==> src/rtl/icache_pf_sched.sv <==
// icache_pf_sched: prefetch/flush scheduler for the instruction cache.
// Round-robin accepts prefetch jobs from NB_REQ requesters, splits each job
// into CHUNK-aligned commands issued one at a time on the pf_req/pf_ack/pf_done
// handshake, and slots full-cache flushes in at chunk boundaries.
module icache_pf_sched #(
  parameter int NB_REQ = 4,
  parameter int CHUNK  = 128
) (
  input  logic                    clk_i,
  input  logic                    rst_ni,
  input  logic [NB_REQ-1:0]       req_valid_i,
  input  logic [NB_REQ-1:0][31:0] req_addr_i,
  input  logic [NB_REQ-1:0][15:0] req_len_i,
  output logic [NB_REQ-1:0]       req_ready_o,
  output logic [NB_REQ-1:0]       done_o,
  input  logic                    flush_req_i,
  output logic                    flush_done_o,
  output logic                    pf_req_o,
  output logic [31:0]             pf_addr_o,
  output logic [7:0]              pf_size_o,
  input  logic                    pf_ack_i,
  input  logic                    pf_done_i,
  output logic                    flush_req_o,
  input  logic                    flush_ack_i,
  output logic                    busy_o
);

  localparam int IDX_W = $clog2(NB_REQ);
  localparam int OFF_W = $clog2(CHUNK);

  typedef enum logic [1:0] {
    S_IDLE,
    S_ISSUE,
    S_WAIT_DONE,
    S_FLUSH
  } state_e;

  state_e             state_q, state_d;
  logic [IDX_W-1:0]   owner_q, owner_d;
  logic [31:0]        addr_q, addr_d;
  logic [15:0]        rem_q, rem_d;
  logic [IDX_W-1:0]   rr_q, rr_d;
  logic               flush_pend_q, flush_pend_d;
  logic [NB_REQ-1:0]  done_d;
  logic               flush_done_d;

  logic [15:0]        room;
  logic [15:0]        chunk_size;
  logic               gnt_found;
  logic [IDX_W-1:0]   gnt_idx;
  logic [IDX_W:0]     cand_sum;
  logic [IDX_W-1:0]   cand;
  logic               exit_evt;
  logic [15:0]        exit_rem;

  // Chunk size: the rest of the job, clipped at the next CHUNK boundary.
  always_comb begin
    room       = 16'(CHUNK) - 16'(addr_q[OFF_W-1:0]);
    chunk_size = (rem_q < room) ? rem_q : room;
  end

  assign pf_addr_o = addr_q;
  assign pf_size_o = chunk_size[7:0];

  // Round-robin search for the first valid requester starting at rr_q.
  always_comb begin
    gnt_found = 1'b0;
    gnt_idx   = '0;
    cand_sum  = '0;
    cand      = '0;
    for (int i = 0; i < NB_REQ; i++) begin
      cand_sum = {1'b0, rr_q} + (IDX_W+1)'(i);
      if (cand_sum >= (IDX_W+1)'(NB_REQ)) begin
        cand_sum = cand_sum - (IDX_W+1)'(NB_REQ);
      end
      cand = cand_sum[IDX_W-1:0];
      if (!gnt_found && req_valid_i[cand]) begin
        gnt_found = 1'b1;
        gnt_idx   = cand;
      end
    end
  end

  // Next-state logic and the same-cycle accept handshake. The ready pulse is
  // decided here so that a job is captured on the very edge it is granted and
  // ready can never be seen outside IDLE.
  always_comb begin
    // NOTE: every signal written here gets a default first, so no path can
    // leave one unassigned and infer a latch.
    state_d      = state_q;
    owner_d      = owner_q;
    addr_d       = addr_q;
    rem_d        = rem_q;
    rr_d         = rr_q;
    flush_pend_d = flush_pend_q | flush_req_i;
    done_d       = '0;
    flush_done_d = 1'b0;
    req_ready_o  = '0;
    exit_evt     = 1'b0;
    exit_rem     = rem_q;

    unique case (state_q)
      S_IDLE: begin
        // A flush arriving this cycle already beats a waiting job.
        if (flush_pend_d) begin
          state_d = S_FLUSH;
        end else if (gnt_found) begin
          req_ready_o[gnt_idx] = rst_ni;
          owner_d = gnt_idx;
          addr_d  = req_addr_i[gnt_idx];
          rem_d   = req_len_i[gnt_idx];
          rr_d    = (gnt_idx == IDX_W'(NB_REQ - 1)) ? '0 : gnt_idx + IDX_W'(1);
          if (req_len_i[gnt_idx] == 16'd0) begin
            done_d[gnt_idx] = 1'b1;
          end else begin
            state_d = S_ISSUE;
          end
        end
      end
      S_ISSUE: begin
        if (pf_ack_i) begin
          addr_d  = addr_q + 32'(chunk_size);
          rem_d   = rem_q - chunk_size;
          state_d = S_WAIT_DONE;
          // A done in the ack cycle completes this chunk immediately.
          if (pf_done_i) begin
            exit_evt = 1'b1;
            exit_rem = rem_q - chunk_size;
          end
        end
      end
      S_WAIT_DONE: begin
        if (pf_done_i) begin
          exit_evt = 1'b1;
          exit_rem = rem_q;
        end
      end
      S_FLUSH: begin
        if (flush_ack_i) begin
          flush_done_d = 1'b1;
          flush_pend_d = 1'b0;
          state_d      = (rem_q != 16'd0) ? S_ISSUE : S_IDLE;
        end
      end
      default: state_d = S_IDLE;
    endcase

    // Chunk completion: finish the job, or pick flush vs next chunk.
    if (exit_evt) begin
      if (exit_rem == 16'd0) begin
        done_d[owner_q] = 1'b1;
        state_d         = S_IDLE;
      end else begin
        state_d = flush_pend_d ? S_FLUSH : S_ISSUE;
      end
    end
  end

  // State and registered outputs.
  always_ff @(posedge clk_i) begin
    // NOTE: the whole control state is reset, so a reset mid-job drops the
    // job outright and no stale done pulse can follow.
    if (!rst_ni) begin
      state_q      <= S_IDLE;
      owner_q      <= '0;
      addr_q       <= '0;
      rem_q        <= '0;
      rr_q         <= '0;
      flush_pend_q <= 1'b0;
      done_o       <= '0;
      flush_done_o <= 1'b0;
      pf_req_o     <= 1'b0;
      flush_req_o  <= 1'b0;
      busy_o       <= 1'b0;
    end else begin
      // NOTE: non-blocking assignments here so every register samples the
      // pre-edge values regardless of statement order.
      state_q      <= state_d;
      owner_q      <= owner_d;
      addr_q       <= addr_d;
      rem_q        <= rem_d;
      rr_q         <= rr_d;
      flush_pend_q <= flush_pend_d;
      done_o       <= done_d;
      flush_done_o <= flush_done_d;
      pf_req_o     <= (state_d == S_ISSUE);
      flush_req_o  <= (state_d == S_FLUSH);
      busy_o       <= (state_d != S_IDLE) || flush_pend_d;
    end
  end

endmodule
==> config.mk <==
export PLATFORM = sky130hd
export DESIGN_NAME = icache_pf_sched
export DESIGN_NICKNAME = d
export VERILOG_FILES = /design/src/rtl/icache_pf_sched.sv
export SDC_FILE = /design/constraint.sdc
export NUM_CORES = 1
export LEC_CHECK = 0
export BUFFER_PORTS_ARGS = -buffer_cell sky130_fd_sc_hd__buf_2
export CORE_MARGIN = 2
export CORE_UTILIZATION = 45
export CTS_CLUSTER_SIZE = 24
export DETAILED_ROUTE_END_ITERATION = 7
export PLACE_DENSITY = 0.77
export RECOVER_POWER = 50
export SLEW_MARGIN = 20
export SYNTH_ARGS = -nofsm -noshare
export SYNTH_HDL_FRONTEND = slang
export SYNTH_SLANG_ARGS = --single-unit
==> constraint.sdc <==
create_clock -name clk_i -period 5.08 [get_ports clk_i]
set_input_delay 0.508 -clock clk_i [delete_from_list [all_inputs] [get_ports clk_i]]
set_output_delay 0.508 -clock clk_i [all_outputs]
set_load 0.05 [all_outputs]
After elaboration in Yosys (flattened, before gate mapping)
Index checks and enable logic that the tools add are counted.

Input port bits: 202. Logic and storage cells: 132. Output and inout port bits: 52. Register bits after elaboration: 63.

Eq/ne operators: 9. $lt $le $gt $ge: 13. Bitwise gates (word level): 4. Multiplexer cells: 66. Add/sub/neg operators: 11. Reductions and logical operators: 18.

Operators with widths (number): $mux W16 (8); $mux W32 (4); $bmux W32 S2 (1); $pmux W32 S2 (1); $mux W4 (9); $mux W2 (17); $add A32 B16 Y32 (1); $bmux W16 S2 (1); $logic_not A16 Y1 (2); $pmux W16 S2 (1); $lt A2 B3 Y1 const B (6); $lt A16 B16 Y1 (1); $mux W1 (16); $reduce_bool A16 Y1 (1); $sub A16 B16 Y16 (1); $ge A3 B3 Y1 const B (3); $sub A8 B7 Y9 const A (1); $bmux W1 S2 (4); $eq A2 B2 Y1 const B (4); $sub A2 B1 Y2 const B (4); $add A2 B2 Y3 const B (2); $ne A2 B2 Y1 const B (3); $pmux W2 S3 (1); $logic_and A1 B1 Y1 (5); other kinds (18) (24).

Longest topological paths before layout
Depth in word-level cells: 25. Depth in mapped cells: 25. Gate-level depth less buffers: 23.

Least setup slack after synthesis
OpenSTA, ideal clock, no wires.

Path type: reg-to-reg. From: register addr_q[1], in the netlist pf_addr_o[1]. To: register addr_q[13], in the netlist pf_addr_o[13]. Path slack: -1.430 ns. Arrival: 6.382 ns. Data required time: 4.952 ns. Cell stages (with the launch flop): 24. Setup time: 0.128 ns. Path buffers: 1. Clock period less this slack: 6.510 ns. Path through: dfxtp_1 > inv_1 > ha_1 > inv_1 > ha_1 > a21boi_0 > o21a_1 > o21ai_0 > nand2b_1 > a21oi_1 > nor2_1 > a2111oi_2 > buf_4 > mux2i_1 > ha_1 > a21o_1 > a21o_1 > a2111oi_2 > o31ai_1 > a211o_1 > a41oi_1 > xnor2_1 > a222oi_1 > nor2_1.

Longest elaborated chain between the ends: 6.

RTL lines: from (decl) (RTL line 40) `logic [31:0] addr_q, addr_d;`; from (signal assigned) (RTL line 180) `addr_q <= addr_d;`; $sub A8 B7 Y9 * (RTL line 58) `room = 16'(CHUNK) - 16'(addr_q[OFF_W-1:0]);`; $lt A16 B16 Y1 (RTL line 59) `chunk_size = (rem_q < room) ? rem_q : room;`; $mux W16 * (RTL line 59); net pf_size_o[1] (RTL line 20) `output logic [7:0] pf_size_o,`; $add A32 B16 Y32 * (RTL line 122) `addr_d = addr_q + 32'(chunk_size);`; $mux W32 * (RTL line 121) `if (pf_ack_i) begin`; $pmux W32 S2 * (RTL line 102) `unique case (state_q)`.

The timed path passes the listed nets; every way through them passes the cells marked *. The select of a mux whose other input is x is not followed. A chain may end at the register's enable or synchronous reset.

Final worst setup path
From: register addr_q[0], in the netlist pf_addr_o[0]. To: register busy_o.

Longest elaborated chain between the ends: 12.

RTL lines: $sub A8 B7 Y9 * (RTL line 58); $lt A16 B16 Y1 (RTL line 59); $mux W16 * (RTL line 59); $sub A16 B16 Y16 * (RTL line 128) `exit_rem = rem_q - chunk_size;`; $mux W16 * (RTL line 126) `if (pf_done_i) begin`; $mux W16 * (RTL line 121); $mux W16 *; $logic_not A16 Y1 * (RTL line 150) `if (exit_rem == 16'd0) begin`; $mux W2 * (RTL line 150); $mux W2 * (RTL line 149) `if (exit_evt) begin`; $reduce_bool A2 Y1 * (RTL line 188) `busy_o <= (state_d != S_IDLE) || flush_pend_d;`; $logic_or A1 B1 Y1 * (RTL line 188); to (signal assigned) (RTL line 188); to (decl) (RTL line 25) `output logic busy_o`.

Every way passes the cells marked *; elsewhere a longest branch is shown, timed or not.

==> results_dict.tcl <==
set metrics [dict create \
    status "complete, but fails checks" \
    violations "max-capacitance violations, max-slew violations" \
    grt_max_degree 82 \
    portBuffers 253 \
    synth_cells 922 \
    htreeDepth 3 \
    required_ns 5.28 \
    nNetsFinal 1407 \
    worst-path-max-fanout 8 \
    wl_mm 23.2 \
    yosysTopAreaCell "dfxtp_1" \
    holdPathStages 3 \
    path_delay_family "compound AO/OA/AOI/OAI gates" \
    endpoint_kind "flip-flop" \
    power.density_nw_per_um2 880 \
    fin_crit_sh 0.973 \
    ff2ff_setup_slack_ns 0.13 \
    ys_seq_area_frac 0.192 \
    critPathArrivalTime_ns 5.14 \
    grt.total_usage 0.285 \
    drtPass1Iterations 5 \
    netlist.area_leader.share 0.192 \
    dpl.hpwl_mm 17.1 \
    hold_class "in -> reg" \
    cts_root_buffer "clkbuf_16" \
    grt_pass1_vias 7405 \
    setup_violations 0 \
    use_met3 0.0533 \
    cp.buffers_inverters 5 \
    hold_end "flush_done_o" \
    ant_nets 0 \
    initial_utilization 0.456 \
    dp.cells 1322 \
    ys.flop_type "dfxtp_1" \
    synth.area.top_cells "dfxtp_1, nand2_1, mux2i_1, ha_1, a21oi_1" \
    ir_drop_mv 0.490 \
    critPathKind "reg -> reg" \
    dieHeight_um 125 \
    drv_cap 1 \
    rows 44 \
    relSlewSlack -0.170 \
    hold_start "flush_ack_i" \
    async_flop_share 0 \
    post-route-util 0.596 \
    insertion_delay_ns 0.34 \
    final_hold_viol_count 0 \
    synth_edf_count 0 \
    final_cells 1351 \
    synth.avg_cell_area_um2 7.13 \
    cts.clk_slew.worst_paths_ns 0.06 \
    boundaryPins 254 \
    globalplace.congestion 0.949 \
    overflow 0 \
    clock_path_buffers 2 \
    syn_to_final_growth_pct 30.7 \
    core_area_um2 14400 \
    power_uw 7570 \
    met1_usage 0.360 \
    wire_per_inst_um 17.2 \
    crit_slowest_cell "nor4_1" \
    worstReg2RegStart "pf_addr_o[0]" \
    tightestPinTransition_ns 1.75 \
    synth_seq_cells 63 \
    clock.fmax_mhz 202 \
    busiest_layer "met2" \
    min_period_ns 4.95 \
    ctsHoldBuffers 0 \
    drc_errors 0 \
    cts.sinks 63 \
    rsz0062_at_grt "true" \
    fin_worst_skew_ns 0.00370 \
    synthesis.area_um2 6580 \
    post_dp_cell_area_um2 8080 \
    drv_slew 36 \
    cpPeakStageDelay_ns 0.56 \
    dieArea_um2 15600 \
    synth_warnings 0 \
    drt_iter0_drc 529 \
    use_met2 0.480 \
    reg2reg_to "busy_o" \
    drive_gt1_frac 0.278 \
    final_area_um2 8600 \
    antenna_found_initial 0 \
    vias 7935 \
    power.leakage_uw 0.00395 \
    cts_made_buffers 9 \
    worstRegToRegCells 25 \
    insertedDiodeCount 0 \
    die_w_um 125 \
    viasPerCell 5.87 \
    cts_tree "built" \
    synth_cell_types 72 \
    grt_pass1_wl_mm 37.0 \
    cp-start-kind "flip-flop" \
]
## what timing repair did
item	in CTS	in global routing
endpoints found under the setup margin	0	23
gates resized for setup	0	33
setup buffers	0	11
## routing by layer
layer	share of wire	vias up	routed length, um
li1	-	3866	-
met1	0.41	3608	9460
met2	0.47	400	11000
met3	0.082	61	1900
met4	0.036	0	842
met5	0	-	0
## worst max path at each step
stage | to | cells past startpoint | start | slack, ns
6_report | busy_o | 25 | pf_addr_o[0] | 0.13
5_1_grt | pf_addr_o[31] | 23 | pf_addr_o[0] | -0.07
4_1_cts | pf_addr_o[30] | 22 | pf_addr_o[2] | 0.11
3_5_place_dp | pf_addr_o[30] | 21 | pf_addr_o[2] | 0.15
3_3_place_gp | pf_addr_o[28] | 25 | pf_addr_o[0] | 0.27
2_1_floorplan | pf_addr_o[31] | 24 | pf_addr_o[0] | -0.002
## Yosys cell counts, types with 6 or more instances
| library cell | n |
|---|---|
| a211oi_1 | 19 |
| a21o_1 | 11 |
| a21oi_1 | 64 |
| a311oi_1 | 26 |
| a31oi_1 | 16 |
| and3_1 | 31 |
| buf_1 | 7 |
| clkbuf_1 | 42 |
| dfxtp_1 | 63 |
| ha_1 | 41 |
| inv_1 | 25 |
| mux2_2 | 6 |
| mux2i_1 | 61 |
| nand2_1 | 190 |
| nand2b_1 | 6 |
| nand3_1 | 32 |
| nor2_1 | 57 |
| nor3_1 | 20 |
| nor4_1 | 11 |
| o21a_1 | 9 |
| o21ai_0 | 46 |
| o22ai_1 | 11 |
| o41ai_1 | 7 |
| xnor2_1 | 14 |
| xor2_1 | 7 |
## through the flow
stage	setup WS, ns	hold slack [ns]	setup TNS (ns)
2_1_floorplan	-0.00229	0.466	-0.00229
3_3_place_gp	0.268	0.492	0
3_5_place_dp	0.154	0.497	0
4_1_cts	0.110	0.501	0
5_1_grt	-0.0671	0.542	-0.451
6_report	0.135	0.507	0
## kinds of logic (layout without fill, tap and decap cells)
| logic type | after synthesis | count (layout) | share of synthesized area |
|---|---|---|---|
| AO/OA/AOI/OAI | 258 | 258 | 0.271 |
| XOR/XNOR | 21 | 21 | 0.0280 |
| adder cells (fa/ha/maj) | 43 | 43 | 0.0841 |
| buffers and inverters | 89 | 327 | 0.0605 |
| flip-flops | 63 | 63 | 0.192 |
| multiplexers | 67 | 67 | 0.103 |
| other | 1 | 8 | 0.000570 |
| AND/OR/NAND/NOR | 380 | 380 | 0.261 |
## area by class of cell
type	instances	area (um2)
multi-input cells	777	5180
well taps	184	230
clock inverters	7	101
repair buffers	283	1460
inverters	28	123
clock buffers	9	225
flip-flops and latches	63	1270
fillers	1377	5830
## power breakdown
| part | switching [uW] | internal (uW) | leakage (uW) |
|---|---|---|---|
| sequential | 247 | 688 | 0.000521 |
| clock | 263 | 437 | 0.000162 |
| combinational | 3710 | 2220 | 0.00326 |
## layout by cell type (no fill, tap or decap), types with 11 or more instances in the layout
cell	instances
xnor2_1	13
a211oi_1	17
ha_1	33
nand3_1	31
and3_1	31
nor2_1	56
mux2i_1	59
inv_1	22
o21ai_0	42
a311oi_1	26
buf_2	210
a31oi_1	16
nand2_1	189
buf_4	26
nor3_1	17
dfxtp_1	57
a21oi_1	62
clkbuf_1	45
a21o_1	11
## sequential cells by signal, summed over array words and instances (netlist names)
signal and flops:
owner_q 2, pf_addr_o 32, rr_q 2, flush_pend_q 1, flush_done_o 1, flush_req_o 1
state_q 2, busy_o 1, done_o 4, rem_q 16, pf_req_o 1
## worst register-to-register path: cells and delay by family (launching register included)
family	cells	cell delay [ns]
AOI/OAI and AO/OA	9	1.70
xor gates and xnor gates	1	0.10
adders and majority gates	3	0.76
buffers and inverters	5	0.53
DFF	1	0.38
muxes	1	0.20
and+or+nand+nor	6	1.12
(Power assumes the default switching activity.)
